<file path="config.mk">
export PLATFORM = sky130hd
export DESIGN_NAME = quad_bbox_setup_flat
export DESIGN_NICKNAME = d
export VERILOG_FILES = /design/src/rtl/quad_bbox_setup_if.sv /design/src/rtl/quad_bbox_setup.sv /design/src/flat_wrapper.sv
export SDC_FILE = /design/constraint.sdc
export NUM_CORES = 1
export LEC_CHECK = 0
export CAP_MARGIN = 10
export CORE_MARGIN = 1.5
export CORE_UTILIZATION = 25
export CTS_CLUSTER_DIAMETER = 50
export CTS_CLUSTER_SIZE = 24
export DETAILED_ROUTE_END_ITERATION = 6
export PLACE_DENSITY_LB_ADDON = 0.08
export SLEW_MARGIN = 20
export SYNTH_ARGS = -nofsm -noshare
export SYNTH_HDL_FRONTEND = slang
export SYNTH_SLANG_ARGS = --single-unit
</file>
<file path="constraint.sdc">
create_clock -name clk -period 6.9 [get_ports clk]
set_clock_uncertainty 0.15 [all_clocks]
set_input_delay 1.725 -clock clk [delete_from_list [all_inputs] [get_ports clk]]
set_output_delay 1.725 -clock clk [all_outputs]
set_load 0.01 [all_outputs]
</file>
<file path="src/rtl/quad_bbox_setup_if.sv">
// Quad setup bus: upstream vertex handshake plus downstream screen-space result handshake.
interface quad_bbox_setup_if;
    localparam int unsigned CW = 21;
    localparam int unsigned SW = 23;
    localparam int unsigned BW = 12;

    logic                 in_valid;
    logic                 in_ready;
    logic signed [CW-1:0] vtx_x [4];
    logic signed [CW-1:0] vtx_y [4];
    logic signed [CW-1:0] vtx_z [4];

    logic                 out_valid;
    logic                 out_ready;
    logic signed [SW-1:0] sx [4];
    logic signed [SW-1:0] sy [4];
    logic signed [CW-1:0] sz [4];
    logic [BW-1:0]        bb_xmin;
    logic [BW-1:0]        bb_xmax;
    logic [BW-1:0]        bb_ymin;
    logic [BW-1:0]        bb_ymax;
    logic                 culled;

    modport master (
        output in_valid, vtx_x, vtx_y, vtx_z, out_ready,
        input  in_ready, out_valid, sx, sy, sz,
        input  bb_xmin, bb_xmax, bb_ymin, bb_ymax, culled
    );

    modport slave (
        input  in_valid, vtx_x, vtx_y, vtx_z, out_ready,
        output in_ready, out_valid, sx, sy, sz,
        output bb_xmin, bb_xmax, bb_ymin, bb_ymax, culled
    );
endinterface

</file>
<file path="src/rtl/quad_bbox_setup.sv">
// Rasterizer setup: centre-relative vertices to top-left screen space, clamped bbox and cull flag.
module quad_bbox_setup #(
    parameter int H_RES     = 640,
    parameter int V_RES     = 480,
    parameter int FRAC_BITS = 0
) (
    input  logic             clk,
    input  logic             rst,
    quad_bbox_setup_if.slave bus
);
    localparam int unsigned CW = 21;
    localparam int unsigned SW = 23;
    localparam int unsigned BW = 12;

    localparam logic signed [SW-1:0] HALF_H = SW'(H_RES / 2);
    localparam logic signed [SW-1:0] HALF_V = SW'(V_RES / 2);
    localparam logic signed [SW-1:0] XMAX   = SW'(H_RES - 1);
    localparam logic signed [SW-1:0] YMAX   = SW'(V_RES - 1);

    typedef enum logic [1:0] {IDLE, SCAN, OUT} state_t;

    state_t               state_q, state_d;
    logic [1:0]           k_q, k_d;

    logic signed [CW-1:0] vx_q [4];
    logic signed [CW-1:0] vy_q [4];
    logic signed [CW-1:0] sz_q [4];
    logic signed [SW-1:0] sx_q [4];
    logic signed [SW-1:0] sy_q [4];
    logic signed [SW-1:0] minx_q, maxx_q, miny_q, maxy_q;
    logic [BW-1:0]        bb_xmin_q, bb_xmax_q, bb_ymin_q, bb_ymax_q;
    logic                 culled_q;

    logic                 accept;
    logic signed [SW-1:0] ext_x, ext_y, cur_sx, cur_sy;
    logic signed [SW-1:0] minx_c, maxx_c, miny_c, maxy_c;
    logic                 first, cull_c;

    assign accept = (state_q == IDLE) && bus.in_valid;

    // Current vertex transform; sign-extend before the floor shift so nothing can overflow
    always_comb begin
        ext_x  = {{(SW-CW){vx_q[k_q][CW-1]}}, vx_q[k_q]};
        ext_y  = {{(SW-CW){vy_q[k_q][CW-1]}}, vy_q[k_q]};
        cur_sx = (ext_x >>> FRAC_BITS) + HALF_H;
        cur_sy = HALF_V - (ext_y >>> FRAC_BITS);
    end

    // Running extents including the current vertex; vertex1 seeds them
    always_comb begin
        first  = (k_q == 2'd0);
        minx_c = (first || cur_sx < minx_q) ? cur_sx : minx_q;
        maxx_c = (first || cur_sx > maxx_q) ? cur_sx : maxx_q;
        miny_c = (first || cur_sy < miny_q) ? cur_sy : miny_q;
        maxy_c = (first || cur_sy > maxy_q) ? cur_sy : maxy_q;
        cull_c = maxx_c[SW-1] || (minx_c > XMAX) || maxy_c[SW-1] || (miny_c > YMAX);
    end

    // State and vertex counter register
    always_ff @(posedge clk) begin
        if (rst) begin
            state_q <= IDLE;
            k_q     <= 2'd0;
        end else begin
            state_q <= state_d;
            k_q     <= k_d;
        end
    end

    // Next-state logic
    always_comb begin
        state_d = state_q;
        k_d     = k_q;
        case (state_q)
            IDLE: begin
                if (bus.in_valid) begin
                    state_d = SCAN;
                    k_d     = 2'd0;
                end
            end
            SCAN: begin
                k_d = k_q + 2'd1;
                if (k_q == 2'd3) state_d = OUT;
            end
            OUT: begin
                if (bus.out_ready) state_d = IDLE;
            end
            default: state_d = IDLE;
        endcase
    end

    // Input capture, per-vertex results, extents and final clamp/cull
    always_ff @(posedge clk) begin
        if (rst) begin
            for (int i = 0; i < 4; i++) begin
                vx_q[i] <= '0;
                vy_q[i] <= '0;
                sz_q[i] <= '0;
                sx_q[i] <= '0;
                sy_q[i] <= '0;
            end
            minx_q    <= '0;
            maxx_q    <= '0;
            miny_q    <= '0;
            maxy_q    <= '0;
            bb_xmin_q <= '0;
            bb_xmax_q <= '0;
            bb_ymin_q <= '0;
            bb_ymax_q <= '0;
            culled_q  <= 1'b0;
        end else begin
            if (accept) begin
                vx_q <= bus.vtx_x;
                vy_q <= bus.vtx_y;
                sz_q <= bus.vtx_z;
            end
            if (state_q == SCAN) begin
                sx_q[k_q] <= cur_sx;
                sy_q[k_q] <= cur_sy;
                minx_q    <= minx_c;
                maxx_q    <= maxx_c;
                miny_q    <= miny_c;
                maxy_q    <= maxy_c;
                if (k_q == 2'd3) begin
                    culled_q <= cull_c;
                    if (cull_c) begin
                        bb_xmin_q <= '0;
                        bb_xmax_q <= '0;
                        bb_ymin_q <= '0;
                        bb_ymax_q <= '0;
                    end else begin
                        bb_xmin_q <= minx_c[SW-1] ? '0 : minx_c[BW-1:0];
                        bb_xmax_q <= (maxx_c > XMAX) ? XMAX[BW-1:0] : maxx_c[BW-1:0];
                        bb_ymin_q <= miny_c[SW-1] ? '0 : miny_c[BW-1:0];
                        bb_ymax_q <= (maxy_c > YMAX) ? YMAX[BW-1:0] : maxy_c[BW-1:0];
                    end
                end
            end
        end
    end

    assign bus.in_ready  = (state_q == IDLE);
    assign bus.out_valid = (state_q == OUT);
    assign bus.sx        = sx_q;
    assign bus.sy        = sy_q;
    assign bus.sz        = sz_q;
    assign bus.bb_xmin   = bb_xmin_q;
    assign bus.bb_xmax   = bb_xmax_q;
    assign bus.bb_ymin   = bb_ymin_q;
    assign bus.bb_ymax   = bb_ymax_q;
    assign bus.culled    = culled_q;
endmodule

</file>
<file path="src/flat_wrapper.sv">
// flat-port wrapper written by rule: the top's interface ports become plain ports
module quad_bbox_setup_flat 
#(
    parameter int H_RES     = 640,
    parameter int V_RES     = 480,
    parameter int FRAC_BITS = 0
)
  (clk, rst, bus_in_valid, bus_vtx_x, bus_vtx_y, bus_vtx_z, bus_out_ready, bus_in_ready, bus_out_valid, bus_sx, bus_sy, bus_sz, bus_bb_xmin, bus_bb_xmax, bus_bb_ymin, bus_bb_ymax, bus_culled);
  quad_bbox_setup_if bus_i ();
  input  logic clk;
  input  logic rst;
  input wire logic [$bits(bus_i.in_valid)-1:0] bus_in_valid;
  input wire logic [$bits(bus_i.vtx_x)-1:0] bus_vtx_x;
  input wire logic [$bits(bus_i.vtx_y)-1:0] bus_vtx_y;
  input wire logic [$bits(bus_i.vtx_z)-1:0] bus_vtx_z;
  input wire logic [$bits(bus_i.out_ready)-1:0] bus_out_ready;
  output wire logic [$bits(bus_i.in_ready)-1:0] bus_in_ready;
  output wire logic [$bits(bus_i.out_valid)-1:0] bus_out_valid;
  output wire logic [$bits(bus_i.sx)-1:0] bus_sx;
  output wire logic [$bits(bus_i.sy)-1:0] bus_sy;
  output wire logic [$bits(bus_i.sz)-1:0] bus_sz;
  output wire logic [$bits(bus_i.bb_xmin)-1:0] bus_bb_xmin;
  output wire logic [$bits(bus_i.bb_xmax)-1:0] bus_bb_xmax;
  output wire logic [$bits(bus_i.bb_ymin)-1:0] bus_bb_ymin;
  output wire logic [$bits(bus_i.bb_ymax)-1:0] bus_bb_ymax;
  output wire logic [$bits(bus_i.culled)-1:0] bus_culled;
  assign bus_i.in_valid = bus_in_valid;
  assign bus_i.vtx_x = {>>{bus_vtx_x}};
  assign bus_i.vtx_y = {>>{bus_vtx_y}};
  assign bus_i.vtx_z = {>>{bus_vtx_z}};
  assign bus_i.out_ready = bus_out_ready;
  assign bus_in_ready = bus_i.in_ready;
  assign bus_out_valid = bus_i.out_valid;
  assign bus_sx = {>>{bus_i.sx}};
  assign bus_sy = {>>{bus_i.sy}};
  assign bus_sz = {>>{bus_i.sz}};
  assign bus_bb_xmin = bus_i.bb_xmin;
  assign bus_bb_xmax = bus_i.bb_xmax;
  assign bus_bb_ymin = bus_i.bb_ymin;
  assign bus_bb_ymax = bus_i.bb_ymax;
  assign bus_culled = bus_i.culled;
  quad_bbox_setup #(.H_RES(H_RES), .V_RES(V_RES), .FRAC_BITS(FRAC_BITS)) u_core (.clk(clk), .rst(rst), .bus(bus_i));
endmodule
</file>
* After elaboration in Yosys (flattened, before gate mapping)
Cells that the tools add are included.
Widths: inputs -> output; s select.
** Operators by class
- Add/subtract/negate cells :: 3
- $lt $le $gt $ge :: 10
- Equality and inequality tests :: 6
- Mux-type cells :: 28
- Bitwise gates (word level) :: 1
- Reduce and logical (&&, ||, !) cells :: 15
** Operators with widths (number)
- $bwmux 92 :: 2
- $mux 23 :: 5
- $mux 12 :: 8
- $bmux 21 s2 :: 2
- $mux 21 :: 4
- $demux 23 s2 :: 1
- $gt 23x10->1 const B :: 2
- $gt 23x11->1 const B :: 2
- $gt 23x23->1 :: 2
- $lt 23x23->1 :: 2
- $add 21x10->22 const B :: 1
- $sub 9x21->22 const A :: 1
- $mux 2 :: 4
- $logic_or 1x1->1 :: 7
- $pmux 2 s3 :: 1
- $eq 2x2->1 const B :: 2
- $logic_not 2->1 :: 2
- $ne 2x2->1 const B :: 2
- $pmux 2 s2 :: 1
- $reduce_and 2->1 :: 2
- $ge 3x3->1 const B :: 1
- $lt 3x1->1 const B :: 1
- $not 2->3 :: 1
- $reduce_and 3->1 :: 1
- 5 further kinds :: 6
** Storage, ports and cells
- Register bits after elaboration :: 581
- Input bits :: 256
- Output and inout bits :: 319
- Word-level logic and storage cells :: 94

* Logic depth before layout (Yosys ltp)
- Depth after elaboration :: 13
- Depth in mapped cells :: 24
- Gate-level depth less buffers :: 18

* Worst setup path after synthesis
No wires, ideal clock.
- Kind :: register to register
- Start point :: register u_core.k_q[0]
- End point :: register u_core.bb_ymax_q[5], in the netlist u_core.bus.bb_ymax[5]
- Arrival time :: 6009 ps
- Slack :: 646 ps
- Cell stages (with the launch flop) :: 24
- Path buffers :: 5
- Clock period less this slack :: 6254 ps
- Cell sequence :: dfxtp_1 > buf_6 > buf_8 > mux4_2 > clkbuf_1 > inv_1 > ha_1 > inv_1 > nor3_1 > o211ai_2 > or3_1 > and2_1 > clkbuf_1 > ha_1 > nand4_1 > nor3_1 > a211oi_1 > o221ai_1 > or4b_2 > a31o_2 > clkbuf_1 > mux2_2 > or3_1 > o41ai_2
** On the way
- Elaborated cells on any way between the ends :: 32
- Those cells by class :: 2 x add/sub; 7 x order compare; 1 x eq/ne; 12 x mux; 1 x bitwise; 9 x reduce/logical
** RTL lines
- start: declaration :: line quad_bbox_setup.sv:23 : logic [1:0] k_q, k_d;
- start signal: assignment :: line quad_bbox_setup.sv:66 : k_q <= k_d;
- $not 2->3 (implied by the code) (*) :: line quad_bbox_setup.sv:44 : ext_y = {{(SW-CW){vy_q[k_q][CW-1]}}, vy_q[k_q]};
- $bmux 21 s2 (*) :: line quad_bbox_setup.sv:44
- $mux 21 (implied by the code) (*) (2 in a row) :: line quad_bbox_setup.sv:44
- $sub 9x21->22 (*) :: line quad_bbox_setup.sv:46 : cur_sy = HALF_V - (ext_y >>> FRAC_BITS);
- named net u_core.cur_sy[20] :: line quad_bbox_setup.sv:35 : logic signed [SW-1:0] ext_x, ext_y, cur_sx, cur_sy;
- $gt 23x23->1 / $lt 23x23->1 (equally long branches) :: line quad_bbox_setup.sv:55, quad_bbox_setup.sv:54
- $logic_or 1x1->1 (on tied branches) :: line quad_bbox_setup.sv:55, quad_bbox_setup.sv:54
- $mux 23 (on tied branches) :: line quad_bbox_setup.sv:55, quad_bbox_setup.sv:54
- $gt 23x10->1, or another cell as far along :: line quad_bbox_setup.sv:135 : bb_ymax_q <= (maxy_c > YMAX) ? YMAX[BW-1:0] : maxy_c[BW-1:0];
- $mux 12 / $logic_or 1x1->1 (equally long branches) :: line quad_bbox_setup.sv:135, quad_bbox_setup.sv:56
- $mux 12 (*) :: line quad_bbox_setup.sv:126 : if (cull_c) begin
- end signal: assignment :: line quad_bbox_setup.sv:135
- end: declaration :: line quad_bbox_setup.sv:31 : logic [BW-1:0] bb_xmin_q, bb_xmax_q, bb_ymin_q, bb_ymax_q;
Mark *: on every way through the listed nets, which the timed path passes. The rest lies on a longest branch. The select of a mux whose other input is x is not followed.
A chain may end at the register's enable or synchronous reset.

* Worst setup path in the final report
- Start point :: register u_core.k_q[0]
- End point :: register u_core.bb_xmax_q[3], in the netlist u_core.bus.bb_xmax[3]
** On the way
- Longest elaborated chain between the ends :: 13
- Elaborated cells on any way between the ends :: 32
- Those cells by class :: 2 x add/sub; 7 x order compare; 1 x eq/ne; 12 x mux; 1 x bitwise; 9 x reduce/logical
** Ends and longest elaborated chain
- $not 2->3 (implied by the code) :: line quad_bbox_setup.sv:43, quad_bbox_setup.sv:44
- $bmux 21 s2 :: line quad_bbox_setup.sv:43 : ext_x = {{(SW-CW){vx_q[k_q][CW-1]}}, vx_q[k_q]};
- $mux 21 (implied by the code) (2 in a row) :: line quad_bbox_setup.sv:43
- $add 21x10->22 :: line quad_bbox_setup.sv:45 : cur_sx = (ext_x >>> FRAC_BITS) + HALF_H;
- $lt 23x23->1 :: line quad_bbox_setup.sv:52 : minx_c = (first || cur_sx < minx_q) ? cur_sx : minx_q;
- $logic_or 1x1->1 :: line quad_bbox_setup.sv:52
- $mux 23 :: line quad_bbox_setup.sv:52
- $gt 23x11->1 :: line quad_bbox_setup.sv:56 : cull_c = maxx_c[SW-1] || (minx_c > XMAX) || maxy_c[SW-1] || (miny_c > YMAX);
- $logic_or 1x1->1 (3 in a row) :: line quad_bbox_setup.sv:56
- $mux 12 :: line quad_bbox_setup.sv:126
- end signal: assignment :: line quad_bbox_setup.sv:133 : bb_xmax_q <= (maxx_c > XMAX) ? XMAX[BW-1:0] : maxx_c[BW-1:0];
- end: declaration :: line quad_bbox_setup.sv:31
Several ways; a longest one is shown, not always the timed one. The select of a mux whose other input is x is not followed.

==> results.ini <==
[status]
outcome = finished clean

[cts]
clkTransAtPathRegs_ns = 0.06
postCtsHoldBufs = 0
cts-resized-gates = 0
clockRootBuffer = clkbuf_16
htree_levels = 3
cts.sinks = 573
cts_buffer_depth = 3
cts_buffers = 96
cts_tree = built
cts_setup_buffers = 0
insertion_delay_ns = 0.66

[placement]
dpl_cell_area_mm2 = 0.0321
pre_cts_slack_ns = 0.293
routabilityCongestion = 0.796
dp_hpwl_um = 71800
io_buffers = 574

[synth]
synth_xor_area_share_pct = 1.02
yosysUniqueCellTypes = 69
synth-compound-area-share_pct = 17.5
syn_avg_cell_area_um2 = 8.13
synth_top_flop_cell = dfxtp_1
synth_top_family_by_area = simple AND/OR/NAND/NOR gates
syn_nets = 3422
synth_mux_area_share_pct = 5.51
synth_edf_count = 0
yosys.area_share.adder_pct = 4.81
synth_simple_gate_area_share_pct = 19.7
synth-seq-area-share_pct = 46.0
ys_seq_elements = 573
syn-cell-area_mm2 = 0.0250
yosys_warnings = 0
syn-instance-count = 3070
async_flop_share_pct = 0

[route]
viasPerCell = 4.62
drt-initial-drc-count = 1430
ant_nets = 0
drt_pass1_iterations = 5
wl_per_cell_um = 20.6
vias = 22912
drc = 0
wirelength_um = 102000

[sta]
hold_violations = 0
hold_ws_ns = 0.299
period_needed_ns = 6.37
setup_viol_count_final = 0
maxClockFrequency_mhz = 157
maxSlewViolCount = 0
worst_slew_pin_slew_ns = 1.26
rsz0062_at_grt = no
finalWorstSetupSlack_ns = 0.527
finalCritPeriodShare_pct = 92.4
fin_setup_tns_ns = 0
relSlewSlack_pct = 15.9

[floorplanning]
fp.coreArea_mm2 = 0.0987
rows = 115
ios = 575
die_h_um = 319
start_util_pct = 25.3
die-area_mm2 = 0.102
die_w_um = 319

[finish]
drive_above_1_share_pct = 9.19
mostFrequentLayoutCells = 877 x nand2_1, 573 x clkdlybuf4s50_1, 571 x dfxtp_1
area_growth_pct = 42.4
nets = 3941
final_area_mm2 = 0.0355
final_common_cell = nand2_1

[worst_setup_path]
slowest_delay_ns = 0.71
crit_fanout = 24
required_ns = 7.31
start_kind = register
crit_chain = mux4_2 > nor4_4 > o211ai_1 > or2_2 > and2_1 > buf_4 > ha_1 > nand4_1 > nor3_1 > a211oi_1 > o221ai_1 > or4b_2 > a31o_2 > a221oi_2 > o211ai_4 > buf_16 > o31ai_1
critPathKind = register to register
slowest_stage = mux4_2
ff2ff_setup_slack_ns = 0.53
cp_data_arrival_time_ns = 6.78
end_kind = register

[global_route]
grt_max_degree = 202
grt_usage_pct = 19.6
antenna_found_initial = 3
grt_pass1_wl_um = 151000
gr-total-overflow = 0
grt_pass1_vias = 22631

[pwr]
ir_drop_uv = 176
power_per_cell_area_mw_per_mm2 = 298
leakagePower_nw = 12.8
finalPower_w = 0.0106

[worst_hold_path]
hold_path_class = register to register

[flow_run]
cap_violations = 0

## synth_stat cells, types with 11 or more instances
cell type	count	area share [%]
a211oi_1	90	2.7
a21o_1	26	0.78
a21oi_1	508	10
and2_1	23	0.58
buf_1	19	0.29
clkbuf_1	187	2.8
dfxtp_1	573	46
ha_1	96	4.8
inv_1	117	1.8
mux2_2	19	0.86
mux2i_1	18	0.72
mux4_2	36	3.2
nand2_1	878	13
nand2b_1	15	0.38
nand4_1	29	0.73
nor2_1	162	2.4
nor3_1	11	0.22
nor4_1	14	0.35
o21ai_0	46	0.92
o31ai_1	18	0.54
or3_1	29	0.73
xnor2_1	17	0.60
xor2_1	12	0.42
## routing by layer
| layer | routed length [um] | vias up | share of wire [%] | track usage, % |
|---|---|---|---|---|
| met1 | 47600 | 10782 | 47 | 26.2 |
| met3 | 4320 | 144 | 4.2 | 3.70 |
| met5 | 13 | - | 0.013 | 0 |
| li1 | - | 11486 | - | - |
| met4 | 2950 | 2 | 2.9 | 6.52 |
| met2 | 47500 | 498 | 46 | 31.7 |
## power by group
group	switching, W	total, W	internal (W)	leakage (nW)
sequential	0.000112	0.00360	0.00349	4.68
clock	0.00192	0.00510	0.00318	1.65
combinational	0.00112	0.00189	0.000763	6.50
## cell families after synthesis
logic type | count (synthesis)
xor gates and xnor gates | 29
adders and majority gates | 96
buffers and inverters | 343
and+or+nand+nor | 1195
DFF | 573
muxes | 80
AOI/OAI and AO/OA | 754
## path summary, 6_finish.rpt
path,startpoint,to,cells past startpoint
setup / recovery,u_core.k_q[0],u_core.bus.bb_xmax[3],17
hold / removal,u_core.bus.bb_xmax[2],u_core.bus.bb_xmax[2],2
setup reg to reg,u_core.k_q[0],u_core.bus.bb_xmax[3],17
hold reg to reg,u_core.bus.bb_xmax[2],u_core.bus.bb_xmax[2],2
## per-stage QoR
stage          cells  util [%]
4_1_cts         4955      36.0
5_1_grt         4958      36.0
2_1_floorplan   3070         -
6_report        4958      36.0
3_5_place_dp    4777      32.5
3_3_place_gp    4777      32.5
## final cells by class
| class | instances | area, um2 |
|---|---|---|
| multi-input combinational | 2154 | 12200 |
| inverter | 117 | 439 |
| tap | 1287 | 1610 |
| clock inverter | 63 | 831 |
| clock buffer | 115 | 2610 |
| antenna | 2 | 5.00 |
| sequential | 573 | 11500 |
| timing repair buffer | 647 | 6380 |
| fill | 10365 | 63200 |
## worst max-delay path: cells and delay by family (launching register included)
kind                       cells  cell delay (ns)
AOI/OAI and AO/OA              7             2.03
and+or+nand+nor                6             1.98
muxes                          1             0.71
DFF                            1             0.65
buffers and inverters          2             0.43
adders and majority gates      1             0.29
## flip-flops by register name, summed over array words and instances (netlist names)
register	flops
u_core.bus.sz	84
u_core.bus.bb_ymin	12
u_core.bus.sy	88
u_core.minx_q	23
u_core.bus.bb_xmin	12
u_core.bus.bb_ymax	12
u_core.maxx_q	23
u_core.k_q	2
u_core.vy_q	84
u_core.bus.bb_xmax	12
u_core.vx_q	84
u_core.bus.sx	88
u_core.maxy_q	23
u_core.bus.culled	1
u_core.miny_q	23
u_core.state_q	2
Note: power is estimated with default switching activity, not from simulation.
